===== src/rtl/reg_cmd_pkg.sv =====
// Shared constants and FSM state type for the UART-to-register-file command controller.
// The ACK state exists only when REG_CMD_WR_ACK_EN is defined.
package reg_cmd_pkg;

   localparam logic [7:0] CMD_WR = 8'hAA;
   localparam logic [7:0] CMD_RD = 8'hBB;
   localparam logic [7:0] WR_ACK = 8'h5A;

   localparam int unsigned RD_WAIT_LIMIT = 2;

   typedef enum logic [3:0] {
      IDLE,
      WR_ADDR,
      WR_DATA,
      WR_EXEC,
      RD_ADDR,
      RD_EXEC,
      RD_WAIT,
      TX_SEND
`ifdef REG_CMD_WR_ACK_EN
      , ACK
`endif
   } state_t;

endpackage


===== src/rtl/reg_cmd_timeout.sv =====
// Inter-byte inactivity counter for a frame in progress; TIMEOUT = 0 disables expiry.
module reg_cmd_timeout #(
   parameter int unsigned TIMEOUT = 255
) (
   input  logic clk,
   input  logic rst,
   input  logic clear,
   input  logic enable,
   output logic expired
);

   localparam int unsigned CW = (TIMEOUT > 0) ? $clog2(TIMEOUT + 1) : 1;
   localparam logic [CW-1:0] LIMIT = CW'(TIMEOUT);

   logic [CW-1:0] count;

   // Saturates at LIMIT so a stalled count never wraps back to zero.
   always_ff @(posedge clk) begin
      if (rst || clear)
         count <= '0;
      else if (enable && (count != LIMIT))
         count <= count + 1'b1;
   end

   assign expired = (TIMEOUT != 0) && enable && !clear && (count == LIMIT);

endmodule


===== src/rtl/reg_cmd_ctrl.sv =====
// Parses UART RX bytes into register-file write (AA addr data) and read (BB addr) frames.
// Define REG_CMD_WR_ACK_EN to acknowledge each write with a 0x5A byte on the TX handshake.
module reg_cmd_ctrl
   import reg_cmd_pkg::*;
#(
   parameter  int unsigned WIDTH   = 8,
   parameter  int unsigned DEPTH   = 16,
   parameter  int unsigned TIMEOUT = 255,
   localparam int unsigned ADDR_W  = $clog2(DEPTH)
) (
   input  logic              clk,
   input  logic              RST,
   input  logic [WIDTH-1:0]  RX_P_DATA,
   input  logic              RX_D_VLD,
   output logic              WrEn,
   output logic              RdEn,
   output logic [ADDR_W-1:0] Address,
   output logic [WIDTH-1:0]  WrData,
   input  logic [WIDTH-1:0]  RdData,
   input  logic              RdData_Valid,
   output logic [WIDTH-1:0]  TX_P_DATA,
   output logic              TX_D_VLD,
   input  logic              TX_READY,
   output logic              ERR
);

   localparam logic [WIDTH-1:0] CMD_WR_W = WIDTH'(CMD_WR);
   localparam logic [WIDTH-1:0] CMD_RD_W = WIDTH'(CMD_RD);
   localparam logic [WIDTH:0]   DEPTH_LIM = (WIDTH + 1)'(DEPTH);

   state_t            state, state_d;
   logic              wr_en_d, rd_en_d, tx_vld_d, err_d;
   logic [ADDR_W-1:0] addr_d;
   logic [WIDTH-1:0]  wr_data_d, tx_data_d;
   logic [1:0]        wait_cnt;
   logic              in_frame, expired, addr_ok;

   assign in_frame = (state == WR_ADDR) || (state == WR_DATA) || (state == RD_ADDR);
   assign addr_ok  = {1'b0, RX_P_DATA} < DEPTH_LIM;

   reg_cmd_timeout #(.TIMEOUT(TIMEOUT)) u_timeout (
      .clk     (clk),
      .rst     (RST),
      .clear   (RX_D_VLD || !in_frame),
      .enable  (in_frame),
      .expired (expired)
   );

   // Outputs are registered from next-state values, so each strobe lands
   // exactly one cycle after the RX byte that caused it.
   always_comb begin
      state_d   = state;
      wr_en_d   = 1'b0;
      rd_en_d   = 1'b0;
      err_d     = 1'b0;
      addr_d    = Address;
      wr_data_d = WrData;
      tx_data_d = TX_P_DATA;
      tx_vld_d  = TX_D_VLD;
      case (state)
         IDLE: begin
            if (RX_D_VLD) begin
               if (RX_P_DATA == CMD_WR_W)      state_d = WR_ADDR;
               else if (RX_P_DATA == CMD_RD_W) state_d = RD_ADDR;
               else                            err_d   = 1'b1;
            end
         end
         WR_ADDR, RD_ADDR: begin
            if (RX_D_VLD) begin
               if (addr_ok) begin
                  addr_d = RX_P_DATA[ADDR_W-1:0];
                  if (state == WR_ADDR) begin
                     state_d = WR_DATA;
                  end else begin
                     state_d = RD_EXEC;
                     rd_en_d = 1'b1;
                  end
               end else begin
                  err_d   = 1'b1;
                  state_d = IDLE;
               end
            end else if (expired) begin
               err_d   = 1'b1;
               state_d = IDLE;
            end
         end
         WR_DATA: begin
            if (RX_D_VLD) begin
               wr_data_d = RX_P_DATA;
               wr_en_d   = 1'b1;
               state_d   = WR_EXEC;
            end else if (expired) begin
               err_d   = 1'b1;
               state_d = IDLE;
            end
         end
         WR_EXEC: begin
            err_d = RX_D_VLD;
`ifdef REG_CMD_WR_ACK_EN
            tx_data_d = WIDTH'(WR_ACK);
            tx_vld_d  = 1'b1;
            state_d   = ACK;
`else
            state_d   = IDLE;
`endif
         end
         RD_EXEC: begin
            err_d   = RX_D_VLD;
            state_d = RD_WAIT;
         end
         RD_WAIT: begin
            err_d = RX_D_VLD;
            if (RdData_Valid) begin
               tx_data_d = RdData;
               tx_vld_d  = 1'b1;
               state_d   = TX_SEND;
            end else if (wait_cnt == 2'(RD_WAIT_LIMIT - 1)) begin
               err_d   = 1'b1;
               state_d = IDLE;
            end
         end
`ifdef REG_CMD_WR_ACK_EN
         TX_SEND, ACK: begin
`else
         TX_SEND: begin
`endif
            err_d = RX_D_VLD;
            if (TX_READY) begin
               tx_vld_d = 1'b0;
               state_d  = IDLE;
            end
         end
         default: state_d = IDLE;
      endcase
   end

   always_ff @(posedge clk) begin
      if (RST) begin
         state     <= IDLE;
         WrEn      <= 1'b0;
         RdEn      <= 1'b0;
         Address   <= '0;
         WrData    <= '0;
         TX_P_DATA <= '0;
         TX_D_VLD  <= 1'b0;
         ERR       <= 1'b0;
         wait_cnt  <= '0;
      end else begin
         state     <= state_d;
         WrEn      <= wr_en_d;
         RdEn      <= rd_en_d;
         Address   <= addr_d;
         WrData    <= wr_data_d;
         TX_P_DATA <= tx_data_d;
         TX_D_VLD  <= tx_vld_d;
         ERR       <= err_d;
         wait_cnt  <= (state == RD_WAIT) ? wait_cnt + 1'b1 : '0;
      end
   end

endmodule

===== config.mk =====
export PLATFORM = sky130hd
export DESIGN_NAME = reg_cmd_ctrl
export DESIGN_NICKNAME = d
export VERILOG_FILES = /design/src/rtl/reg_cmd_pkg.sv /design/src/rtl/reg_cmd_timeout.sv /design/src/rtl/reg_cmd_ctrl.sv
export SDC_FILE = /design/constraint.sdc
export NUM_CORES = 1
export LEC_CHECK = 0
export ABC_AREA = 1
export BUFFER_PORTS_ARGS = -buffer_cell sky130_fd_sc_hd__buf_2
export CORE_MARGIN = 2
export CORE_UTILIZATION = 45
export CTS_BUF_LIST = sky130_fd_sc_hd__clkbuf_8
export CTS_CLUSTER_SIZE = 20
export DETAILED_ROUTE_END_ITERATION = 10
export PLACE_DENSITY = 0.69
export SETUP_SLACK_MARGIN = 0.1
export SKIP_LAST_GASP = 1
export SLEW_MARGIN = 5
export SYNTH_ARGS = -nofsm -noshare
export SYNTH_HDL_FRONTEND = slang
export SYNTH_SLANG_ARGS = --single-unit

===== constraint.sdc =====
create_clock -name clk -period 1.6 [get_ports clk]
set_clock_uncertainty 0.15 [all_clocks]
set_input_delay 0.32 -clock clk [delete_from_list [all_inputs] [get_ports clk]]
set_output_delay 0.32 -clock clk [all_outputs]
set_load 0.05 [all_outputs]

==> results.md, run 1 <==
- Outcome: finished, final reports clean
- Pwr Total: 1.80 mW
- Async set or reset register ratio after synthesis: 0%
- Fmax: 658 MHz
- Multi-input logic area: 866 µm²
- Largest net degree at the start of global routing: 18
- Power per cell area: about 790 nW/µm²
- Starting density of the core: 47.4%
- Reg2Reg Depth: 12
- Aggregate global routing overflow: 0
- Diodes inserted: 0
- Post-Layout Cell Count: roughly 360
- First-pass GRT wire length: 6760 µm
- Distinct cells, synth: 29
- Routed len/inst: 11.0 µm
- Slew Viols, Final: 0
- Simple-gate share of the synthesized area: 26.5%
- Post-Synth XOR/XNOR Area: 0.995%
- Placed insts: 349
- Setup-failing EPs final: 0
- Leakage: 1.05 nW
- Max Cap Viol: 0
- RSZ-0062 raised after global routing: yes
- Initial antenna violation count: 0
- RePlAce Congestion: 0.876
- CTS tree: done
- Post-synth EDFFs: 0
- # IOs: 45
- Synth area leader: dfxtp_1
- Vias/cell: 4.83
- Clk slew on worst S/H paths: 70 ps
- Largest family of logic cells by synthesized area: simple AND/OR/NAND/NOR gates
- Die Span X: between 60 and 70 µm
- CTS max path bufs: 2
- Total Routed Length: 3920 µm
- Most frequent cells in the layout: buf_2 (44), inv_1 (39), nand2_1 (39), dfxtp_1 (34), a21oi_1 (28)
- CP Capture Point: state[1]
- CP required: 1680 ps
- # rows: 22
- CTS H-tree lvls: 2
- Synth Register Bits: 38
- Most common cell after layout, fill and taps aside: buf_2
- Worst-path cell chain: nor2_4 -> buf_4 -> inv_2 -> nor2_4 -> nand2_1 -> nand2_1 -> nor2_1 -> nand2_1 -> nand2_1 -> nand3b_1 -> nand2_1 -> inv_1
- Number of nets with antenna violations after routing: 0
- FF-to-FF End: state[1]
- Syn avg cell area: 7.13 µm²
- Post-Synthesis Cells: 247
- Synth-to-Final Area Change: 29.9%
- Worst setup path startpoint: state[1]
- Critical path's most frequent cell: nand2_1
- Compound-Gate Fraction of Synth Area: 17.1%
- Yosys warning total: 0
- Syn_nets: 270
- Final worst setup slack: 80.3 ps
- Layout cell share with drive strength beyond 1: a little under a third
- Vias: 1723
- Total track usage: about 20%
- Cell Area, Synth: 1760 µm²
- Area contributors post-synth: dfxtp_1 (43%), inv_1 (9.0%), nand2_1 (8.5%)
- Drt first-iter violations: 99
- Reg-to-reg setup timing slack: about 80 ps
- FF/Latch Area: 773 µm²
- Worst-Skew Late Latency: ~280 ps
- CP startpoint kind: flip-flop
- TritonCTS buffer count: 5
- Hold Buf Count CTS: 0
- DRC viols: 0
- Nets: 332
- Worst-path fanout max: 5
- Post-synthesis sequential area ratio: 43.2%
- Worst min-delay path class: primary input to flip-flop
- Critical path class: flip-flop to flip-flop
- Post-layout min period: between 1500 and 2000 ps
- Port bufs: 44
- Die Ht: about 67 µm
- Slowest stage delay, CP: around 370 ps
- Vias in the first global route: approximately 1600
- Top cell type's share of synthesized area: 43.2%
- Setup slack after placement: -59.6 ps
- Filler cells: 366
- Die area: approximately 4400 µm²
- Most common flop cell mapped by yosys: dfxtp_1
- TritonCTS Sinks: 38
- Data arrival, critical path: 1600 ps
- Mux share of post-synthesis cell area: 0%
- Post-detail-place hpwl: 2990 µm
- Final period util: between 90% and 100%
- Max VDD drop: 0.472 mV
- Adder-Cell Fraction of Synth Area: under 10%
- Core Area: roughly 3700 µm²
- CTS Root Cell: clkbuf_8
- Router iterations before antenna repair: 4
- Worst path slowest cell: dfxtp_4
- Reg-to-Reg Start: state[1]
- Final hold violation count: 0
- Worst setup EP type: flip-flop
-- sequential cells by signal, indices dropped and copies added, names as in the netlist --
register         flops
wait_cnt             2
WrData               8
Address              4
ERR                  1
state                4
u_timeout.count      8
WrEn                 1
TX_D_VLD             1
RdEn                 1
TX_P_DATA            8
-- worst max-delay path, delay by kind of cell, from the launching register on --
kind,cells,cell delay (ps)
buf+inv,3,220
flops,1,370
simple gates,9,740
-- cells in the mapped netlist, drive strengths merged (2+ instances only) --
| cell | number |
|---|---|
| dfxtp | 38 |
| nor3 | 6 |
| nand2 | 44 |
| nand3b | 2 |
| clkbuf | 3 |
| nor2 | 24 |
| o21ai | 26 |
| a21oi | 28 |
| inv | 44 |
| nand3 | 17 |
| nand4 | 2 |
| buf | 2 |
| a31oi | 2 |
| ha | 2 |
-- per-stage QoR --
stage	instance area, µm²	hold WS, ps	TNS (ps)	utilization, %
5_1_grt	2290	95.5	0	61.5
3_5_place_dp	2130	276	-174	57.4
6_report	2290	91.0	0	61.5
2_1_floorplan	1760	258	0	-
3_3_place_gp	2130	271	-178	57.4
4_1_cts	2240	85.7	0	60.3
-- power by group --
group          total, mW  internal (mW)  switching [mW]
combinational      0.222         0.0812           0.141
clock              0.610          0.292           0.318
sequential         0.968          0.956          0.0122
total               1.80           1.33           0.471
-- how the worst min path moves through the flow --
stage / slack [ps] / to / from / depth (start not counted)
after floorplan: 260 / wait_cnt[0] / wait_cnt[0] / 1
after global placement: 270 / wait_cnt[0] / wait_cnt[0] / 1
after detailed placement: 280 / wait_cnt[0] / wait_cnt[0] / 1
after CTS: 90 / TX_D_VLD / TX_READY / 2
after global routing: 100 / TX_D_VLD / TX_READY / 2
final: 90 / TX_D_VLD / TX_READY / 2
-- routing by layer --
metal / GRT usage [%] / vias to the layer above / wire length [µm]
li1: - / 914 / -
met1: 25.0 / 744 / 1820
met2: 33.1 / 57 / 1820
met3: 5.57 / 8 / 222
met4: 6.38 / 0 / 59
met5: 0 / - / 0
-- cell type report --
cell class / instances / area share (%)
multi-input cells: 160 / 37.9
clock buffers: 5 / 3.01
well taps: 48 / 2.63
inverters: 44 / 7.22
clock inverters: 2 / 0.438
flip-flops and latches: 38 / 33.8
repair buffers: 60 / 15.0
-- cell families after synthesis --
| logic type | after synthesis |
|---|---|
| buffers and inverters | 49 |
| adder cells (fa/ha/maj) | 2 |
| other | 1 |
| flip-flops | 38 |
| XOR/XNOR | 2 |
| AO/OA/AOI/OAI | 58 |
| AND/OR/NAND/NOR | 97 |
-- repair_timing --
action | CTS | global route
setup buffers | 0 | 1
resized for setup | 12 | 17
pin swaps | 0 | 5
hold endpoints to repair | 0 | 0
endpoints found under the setup margin | 15 | 25
No activity file was read; power rests on OpenSTA's default activity.
==> run 2, diff against run 1 <==
--- a/config.mk
+++ b/config.mk
@@ -5,9 +5,7 @@
 export SDC_FILE = /design/constraint.sdc
 export NUM_CORES = 1
 export LEC_CHECK = 0
-export ABC_AREA = 1
 export BUFFER_PORTS_ARGS = -buffer_cell sky130_fd_sc_hd__buf_2
-export CORE_MARGIN = 2
 export CORE_UTILIZATION = 45
 export CTS_BUF_LIST = sky130_fd_sc_hd__clkbuf_8
 export CTS_CLUSTER_SIZE = 20
==> constraint.sdc (replaced) <==
create_clock -name clk -period 1.6 [get_ports clk]
set_clock_uncertainty 0.15 [all_clocks]
set_input_delay 0.32 -clock clk [delete_from_list [all_inputs] [get_ports clk]]
set_output_delay 0.32 -clock clk [all_outputs]
set_load 0.005 [all_outputs]
==> results.md, run 2 <==
- Outcome: finished, violations left (was finished, final reports clean)
- Failing checks: negative setup slack
- Fmax: 588 MHz (was 658 MHz)
- Reg-to-Reg Start: state[2] (was state[1])
- Cell Area, Synth: 1820 µm² (was 1760 µm²)
- Starting density of the core: 48.3% (was 47.4%)
- Vias in the first global route: 1718 (was 1613)
- CTS H-tree lvls: 2 (unchanged)
- Aggregate global routing overflow: 0 (unchanged)
- CTS max path bufs: 2 (unchanged)
- Worst min-delay path class: primary input to flip-flop (unchanged)
- Synth top cells by count: dfxtp_1 (38), nor2_1 (36), mux2i_1 (21), nand2_1 (12) (was inv_1 (42), nand2_1 (40), dfxtp_1 (38), a21oi_1 (28), o21ai_0 (25))
- Combinational Power Share: 5.6% (was 12.3%)
- TritonCTS Sinks: 38 (unchanged)
- Diodes inserted: 0 (unchanged)
- DRC viols: 0 (unchanged)
- CTS Root Cell: clkbuf_8 (unchanged)
- Syn avg cell area: 9.15 µm² (was 7.13 µm²)
- Final worst setup slack: -99.5 ps (was 80.3 ps)
- Top flop regs: TX_P_DATA: 8 flops, WrData: 8 flops, u_timeout.count: 8 flops (unchanged)
- TritonCTS buffer count: 5 (unchanged)
- Final period util: 106% (was 95.0%)
- Cell family with most CP delay: compound AO/OA/AOI/OAI gates (was simple AND/OR/NAND/NOR gates)
- Placed Area: 2370 µm² (was 2130 µm²)
- Worst path slowest cell: dfxtp_4 (unchanged)
- Reg2Reg Depth: 5 (was 12)
- Router iterations before antenna repair: 4 (unchanged)
- Hold depth: 3 (was 2)
- Worst-Skew Late Latency: 290 ps (was 280 ps)
- Post-Synthesis Cells: 199 (was 247)
- Slew Viols, Final: 0 (unchanged)
- Post-layout min period: 1700 ps (was 1520 ps)
- Max Cap Viol: 0 (unchanged)
- Switching share of total power: 20.0% (was 26.2%)
- Flop pwr share: 45.5% (was 53.8%)
- Critical path class: flip-flop to flip-flop (unchanged)
- Die Span X: 65.6 µm (was 66.5 µm)
- First-pass GRT wire length: 7950 µm (was 6760 µm)
- Layout cell share with drive strength beyond 1: 46.6% (was 31.4%)
- Total track usage: 24.6% (was 20.0%)
- Leakage: 1.31 nW (was 1.05 nW)
- Nets: 305 (was 332)
- Routed len/inst: 14.6 µm (was 11.0 µm)
- Clk slew on worst S/H paths: 70 ps (about the same)
- Syn_nets: 222 (was 270)
- Vias/cell: 5.23 (was 4.83)
- RePlAce Congestion: 0.974 (was 0.876)
- Worst-path cell chain: or3_4 -> o32a_1 -> o32ai_4 -> nor3_2 -> a32o_1 (was nor2_4 -> buf_4 -> inv_2 -> nor2_4 -> nand2_1 -> nand2_1 -> nor2_1 -> nand2_1 -> nand2_1 -> nand3b_1 -> nand2_1 -> inv_1)
- CP required: 1640 ps (was 1680 ps)
- Post-synthesis sequential area ratio: 41.8% (was 43.2%)
- Most common cell after layout, fill and taps aside: buf_2 (unchanged)
- Slowest stage delay, CP: 400 ps (was 370 ps)
- Worst setup EP type: flip-flop (unchanged)
- Data arrival, critical path: 1740 ps (was 1600 ps)
- Port bufs: 44 (unchanged)
- Reg-to-reg setup timing slack: -100 ps (was 80 ps)
- Max VDD drop: 0.497 mV (was 0.472 mV)
- NetSw: 0.416 mW (was 0.471 mW)
- Number of nets with antenna violations after routing: 0 (unchanged)
- RSZ-0062 raised after global routing: yes (unchanged)
- Most frequent cells in the layout: buf_2 (44), buf_4 (37), nor2_1 (34), dfxtp_1 (33), mux2i_1 (21) (was buf_2 (44), inv_1 (39), nand2_1 (39), dfxtp_1 (34), a21oi_1 (28))
- Async set or reset register ratio after synthesis: 0% (unchanged)
- Setup-failing EPs final: 9 (was 0)
- Post-detail-place hpwl: 3160 µm (was 2990 µm)
- Drt first-iter violations: 56 (was 99)
- Initial antenna violation count: 0 (unchanged)
- Worst-path fanout max: 6 (was 5)
- Distinct cells, synth: 49 (was 29)
- # rows: 22 (unchanged)
- Die area: 4310 µm² (was 4430 µm²)
- Die Ht: 65.6 µm (was 66.5 µm)
- Worst hold path startpoint: RdData[2] (was TX_READY)
- Largest net degree at the start of global routing: 15 (was 18)
- Top-count cell post-synth: dfxtp_1 (was inv_1)
- FF-to-FF End: state[2] (was state[1])
- Total Routed Length: 4830 µm (was 3920 µm)
- Synth area leader: dfxtp_1 (unchanged)
- Yosys warning total: 0 (unchanged)
- Worst Hold Path EP: TX_P_DATA[2] (was TX_D_VLD)
- Clock power share: 48.9% (was 33.9%)
- Internal Power: 1.66 mW (was 1.33 mW)
- # IOs: 45 (unchanged)
- Power per cell area: 751 nW/µm² (was 787 nW/µm²)
- Synth Register Bits: 38 (unchanged)
- Area contributors post-synth: dfxtp_1 (42%), mux2i_1 (12%), nor2_1 (7.4%) (was dfxtp_1 (43%), inv_1 (9.0%), nand2_1 (8.5%))
- Post-synth EDFFs: 0 (unchanged)
- Critical path buffers and inverters: 0 (was 3)
- Design Area, Final: 2770 µm² (was 2290 µm²)
- Top cell type's share of synthesized area: 41.8% (was 43.2%)
- CP startpoint kind: flip-flop (unchanged)
- Vias: 1731 (was 1723)
- Synth-to-Final Area Change: 51.9% (was 29.9%)
- Fin Setup TNS: -364 ps (was 0 ps)
- Core Area: 3770 µm² (was 3720 µm²)
- Most common flop cell mapped by yosys: dfxtp_1 (unchanged)
- Final hold violation count: 0 (unchanged)
- CTS tree: done (unchanged)
run 2: changes by cell type in the layout (fill, tap and decap cells not counted), moves of 17 or more:
cell / before / now
a21oi_1: 28 / 3
buf_4: 15 / 37
inv_1: 39 / 4
mux2i_1: 0 / 21
nand2_1: 39 / 9
nor2_1: 13 / 34
o21ai_0: 21 / 4
run 2: worst max-delay path by stage:
stage | slack [ps] | from | depth (start not counted) | endpoint
after floorplan | -4 | u_timeout.count[0] | 6 | state[0]
after CTS | -80 | state[0] | 5 | state[2]
after global routing | -120 | state[2] | 5 | state[2]
after global placement | -110 | state[1] | 5 | u_timeout.count[7]
final | -100 | state[2] | 5 | state[2]
after detailed placement | -210 | state[1] | 5 | u_timeout.count[5]
run 2: cell families after synthesis:
kind of cell / share of synthesized area [%]
AOI/OAI and AO/OA: 10.2
xor gates and xnor gates: 4.74
adders and majority gates: 1.37
buffers and inverters: 4.88
DFF: 41.8
muxes: 11.5
other: 0.206
and+or+nand+nor: 25.3
run 2: repair_timing:
item	4_1_cts	5_1_grt
resized for setup	19	17
setup endpoints to repair	34	32
pin swaps	4	5
hold buffers	0	0
buffers inserted	3	3
cloned	2	0
endpoints found under the hold margin	0	0
run 2: metal layers:
layer  vias to the layer above  part of all wire [%]  global-route usage [%]  wire, µm
li1                        861                     -                       -         -
met1                       797                    44                    31.4      2140
met2                        65                    48                    39.7      2310
met3                         8                   6.3                    4.34       302
met4                         0                   1.6                    12.0        76
met5                         -                     0                       0         0
run 2: power by group through the flow:
| stage | registers, mW | clock network [mW] | logic (mW) |
|---|---|---|---|
| 2_1_floorplan | 0.970 | 0 | 0.0405 |
| 3_3_place_gp | 0.970 | 0 | 0.104 |
| 3_5_place_dp | 0.970 | 0 | 0.103 |
| 4_1_cts | 0.944 | 1.03 | 0.111 |
| 5_1_grt | 0.945 | 1.06 | 0.124 |
| 6_report | 0.945 | 1.02 | 0.116 |
run 2: worst min-delay path, cell delays in order:
cell     delay [ps]
buf_2            70
mux2i_1          50
nor2_1           70
run 2: stage by stage:
step	cells	worst slack, ps	power, mW	utilization (%)	hold WS, ps
2_1_floorplan	199	-4.40	1.01	-	258
3_3_place_gp	315	-107	1.07	62.8	269
3_5_place_dp	315	-206	1.07	62.8	277
4_1_cts	328	-82.3	2.08	70.2	99.1
5_1_grt	331	-124	2.13	73.4	95.5
6_report	331	-99.5	2.08	73.4	103
run 2: final cells by class:
cell class	count	area, µm²
flip-flops and latches	38	772
repair buffers	87	599
multi-input cells	145	1170
well taps	48	60.1
inverters	5	18.8
fillers	266	1000
clock buffers	6	82.6
clock inverters	2	60.1
==> run 3, diff against run 2 <==
--- a/config.mk
+++ b/config.mk
@@ -6,11 +6,11 @@
 export NUM_CORES = 1
 export LEC_CHECK = 0
 export BUFFER_PORTS_ARGS = -buffer_cell sky130_fd_sc_hd__buf_2
-export CORE_UTILIZATION = 45
-export CTS_BUF_LIST = sky130_fd_sc_hd__clkbuf_8
+export CORE_UTILIZATION = 30
+export CTS_BUF_LIST = sky130_fd_sc_hd__clkbuf_4
+export CTS_CLUSTER_DIAMETER = 40
 export CTS_CLUSTER_SIZE = 20
 export DETAILED_ROUTE_END_ITERATION = 10
-export PLACE_DENSITY = 0.69
 export SETUP_SLACK_MARGIN = 0.1
 export SKIP_LAST_GASP = 1
 export SLEW_MARGIN = 5
==> results.md, run 3 (same netlist as run 2, synthesis figures left out) <==
- CP startpoint kind: flip-flop (unchanged)
- Hold Buf Count CTS: 0 (unchanged)
- Router iterations before antenna repair: 4 (unchanged)
- Die Span X: 79.9 µm (was 65.6 µm)
- # IOs: 45 (unchanged)
- Starting density of the core: 31.0% (was 48.3%)
- Max VDD drop: 0.360 mV (was 0.497 mV)
- CTS Root Cell: clkbuf_4 (was clkbuf_8)
- CP required: 1690 ps (was 1640 ps)
- Aggregate global routing overflow: 0 (unchanged)
- Slew Viols, Final: 0 (unchanged)
- Initial antenna violation count: 0 (unchanged)
- Core Area: 5890 µm² (was 3770 µm²)
- Post-detail-place hpwl: 3270 µm (was 3160 µm)
- Top flop regs: TX_P_DATA: 8 flops, WrData: 8 flops, u_timeout.count: 8 flops (unchanged)
- DRC viols: 0 (unchanged)
- Synth-to-Final Area Change: 55.5% (was 51.9%)
- RePlAce Congestion: 0.844 (was 0.974)
- Post-Layout Cell Count: 370 (was 331)
- Placed Area: 2450 µm² (was 2370 µm²)
- Vias/cell: 4.84 (was 5.23)
- CTS max path bufs: 2 (unchanged)
- Die Ht: 79.9 µm (was 65.6 µm)
- Total track usage: 16.2% (was 24.6%)
- Max Cap Viol: 0 (unchanged)
- Design Area, Final: 2830 µm² (was 2770 µm²)
- Data arrival, critical path: 1790 ps (was 1740 ps)
- RSZ-0062 raised after global routing: yes (unchanged)
- Leakage: 1.36 nW (was 1.31 nW)
- CTS tree: done (unchanged)
- Critical path class: flip-flop to flip-flop (unchanged)
- Power per cell area: 658 nW/µm² (was 751 nW/µm²)
- Diodes inserted: 0 (unchanged)
- Total Routed Length: 4800 µm (was 4830 µm)
- Nets: 317 (was 305)
- Final period util: 107% (was 106%)
- Die area: 6390 µm² (was 4310 µm²)
- # rows: 28 (was 22)
- Drt first-iter violations: 95 (was 56)
- Failing checks: negative setup slack (unchanged)
- Filler cells: 561 (was 266)
- Setup-failing EPs final: 9 (unchanged)
- TritonCTS Sinks: 38 (unchanged)
- Most common cell after layout, fill and taps aside: buf_4 (was buf_2)
- CTS H-tree lvls: 2 (unchanged)
- Vias: 1790 (was 1731)
- Worst min-delay path class: primary input to flip-flop (unchanged)
- Final hold violation count: 0 (unchanged)
- Clk slew on worst S/H paths: 120 ps (was 70 ps)
- Setup slack after placement: -188 ps (was -206 ps)
- Placed insts: 350 (was 315)
- Worst setup EP type: flip-flop (unchanged)
- Number of nets with antenna violations after routing: 0 (unchanged)
- Largest net degree at the start of global routing: 15 (unchanged)
- Vias in the first global route: 1754 (was 1718)
- First-pass GRT wire length: 7980 µm (was 7950 µm)
- Routed len/inst: 13.0 µm (was 14.6 µm)
- Port bufs: 44 (unchanged)
- Layout cell share with drive strength beyond 1: 49.5% (was 46.6%)
- Worst-Skew Late Latency: 340 ps (was 290 ps)
- Final worst setup slack: -104 ps (was -99.5 ps)
- Post-layout min period: 1700 ps (about the same)
- TritonCTS buffer count: 5 (unchanged)
- Worst-path fanout max: 6 (unchanged)
- Fmax: 587 MHz (was 588 MHz)
- Outcome: finished, violations left (unchanged)
- Most frequent cells in the layout: buf_4 (47), buf_2 (44), nor2_1 (34), dfxtp_1 (33), mux2i_1 (21) (was buf_2 (44), buf_4 (37), nor2_1 (34), dfxtp_1 (33), mux2i_1 (21))
run 3: cell count changes in the layout (fill, tap and decap cells not counted), sizes merged:
cell | previous run | this run
o211ai | 3 | 2
clkinv | 0 | 1
buf | 87 | 100
clkbuf | 6 | 5
run 3: worst paths after layout:
kind	start	endpoint	slack (ps)	cells after the start
max	state[2]	state[2]	-100	5
max reg2reg	state[2]	state[2]	-100	5
min	RdData[4]	TX_P_DATA[4]	50	3
min reg2reg	wait_cnt[0]	wait_cnt[0]	280	1
run 3: area by class of cell:
type                       count  area, µm²  share of cell area, %
multi-input combinational    144       1140                   40.4
clock buffer                   5       37.5                   1.33
timing repair buffer         100        699                   24.7
clock inverter                 3       63.8                   2.25
tap                           75       93.8                   3.31
inverter                       5       18.8                  0.663
sequential                    38        774                   27.3
run 3: per-stage QoR:
step / util (%) / power (mW) / hold slack [ps] / setup TNS [ps]
final: 48.1 / 1.86 / 48.0 / -292
after global routing: 48.1 / 1.94 / 43.3 / -1380
after CTS: 46.3 / 1.89 / 33.3 / -118
after detailed placement: 41.6 / 1.08 / 272 / -2120
after global placement: 41.6 / 1.08 / 263 / -1320
after floorplan: - / 1.01 / 258 / -4.40
run 3: routing by layer:
layer | track usage (%) | routed length [µm] | vias up
met5 | 0 | 0 | -
met4 | 6.79 | 84 | 0
met3 | 3.66 | 263 | 7
met2 | 27.2 | 2420 | 63
met1 | 19.9 | 2040 | 837
li1 | - | - | 883
run 3: repair_timing:
action / in CTS / in global routing
buffers inserted: 7 / 4
resized for setup: 29 / 15
pin swaps: 6 / 6
setup endpoints to repair: 33 / 33
cloned: 1 / 0
run 3: power breakdown:
part	total (mW)	leakage [nW]	internal (mW)	switching [mW]
combinational	0.117	0.997	0.0550	0.0619
sequential	0.944	0.310	0.942	0.00158
clock	0.803	0.0528	0.481	0.322
total	1.86	1.36	1.48	0.385
run 3: critical path: stages (launching register included):
cell,delay [ps]
dfxtp_4,390
buf_4,140
and2b_2,240
buf_4,150
a221o_1,310
a32o_1,230
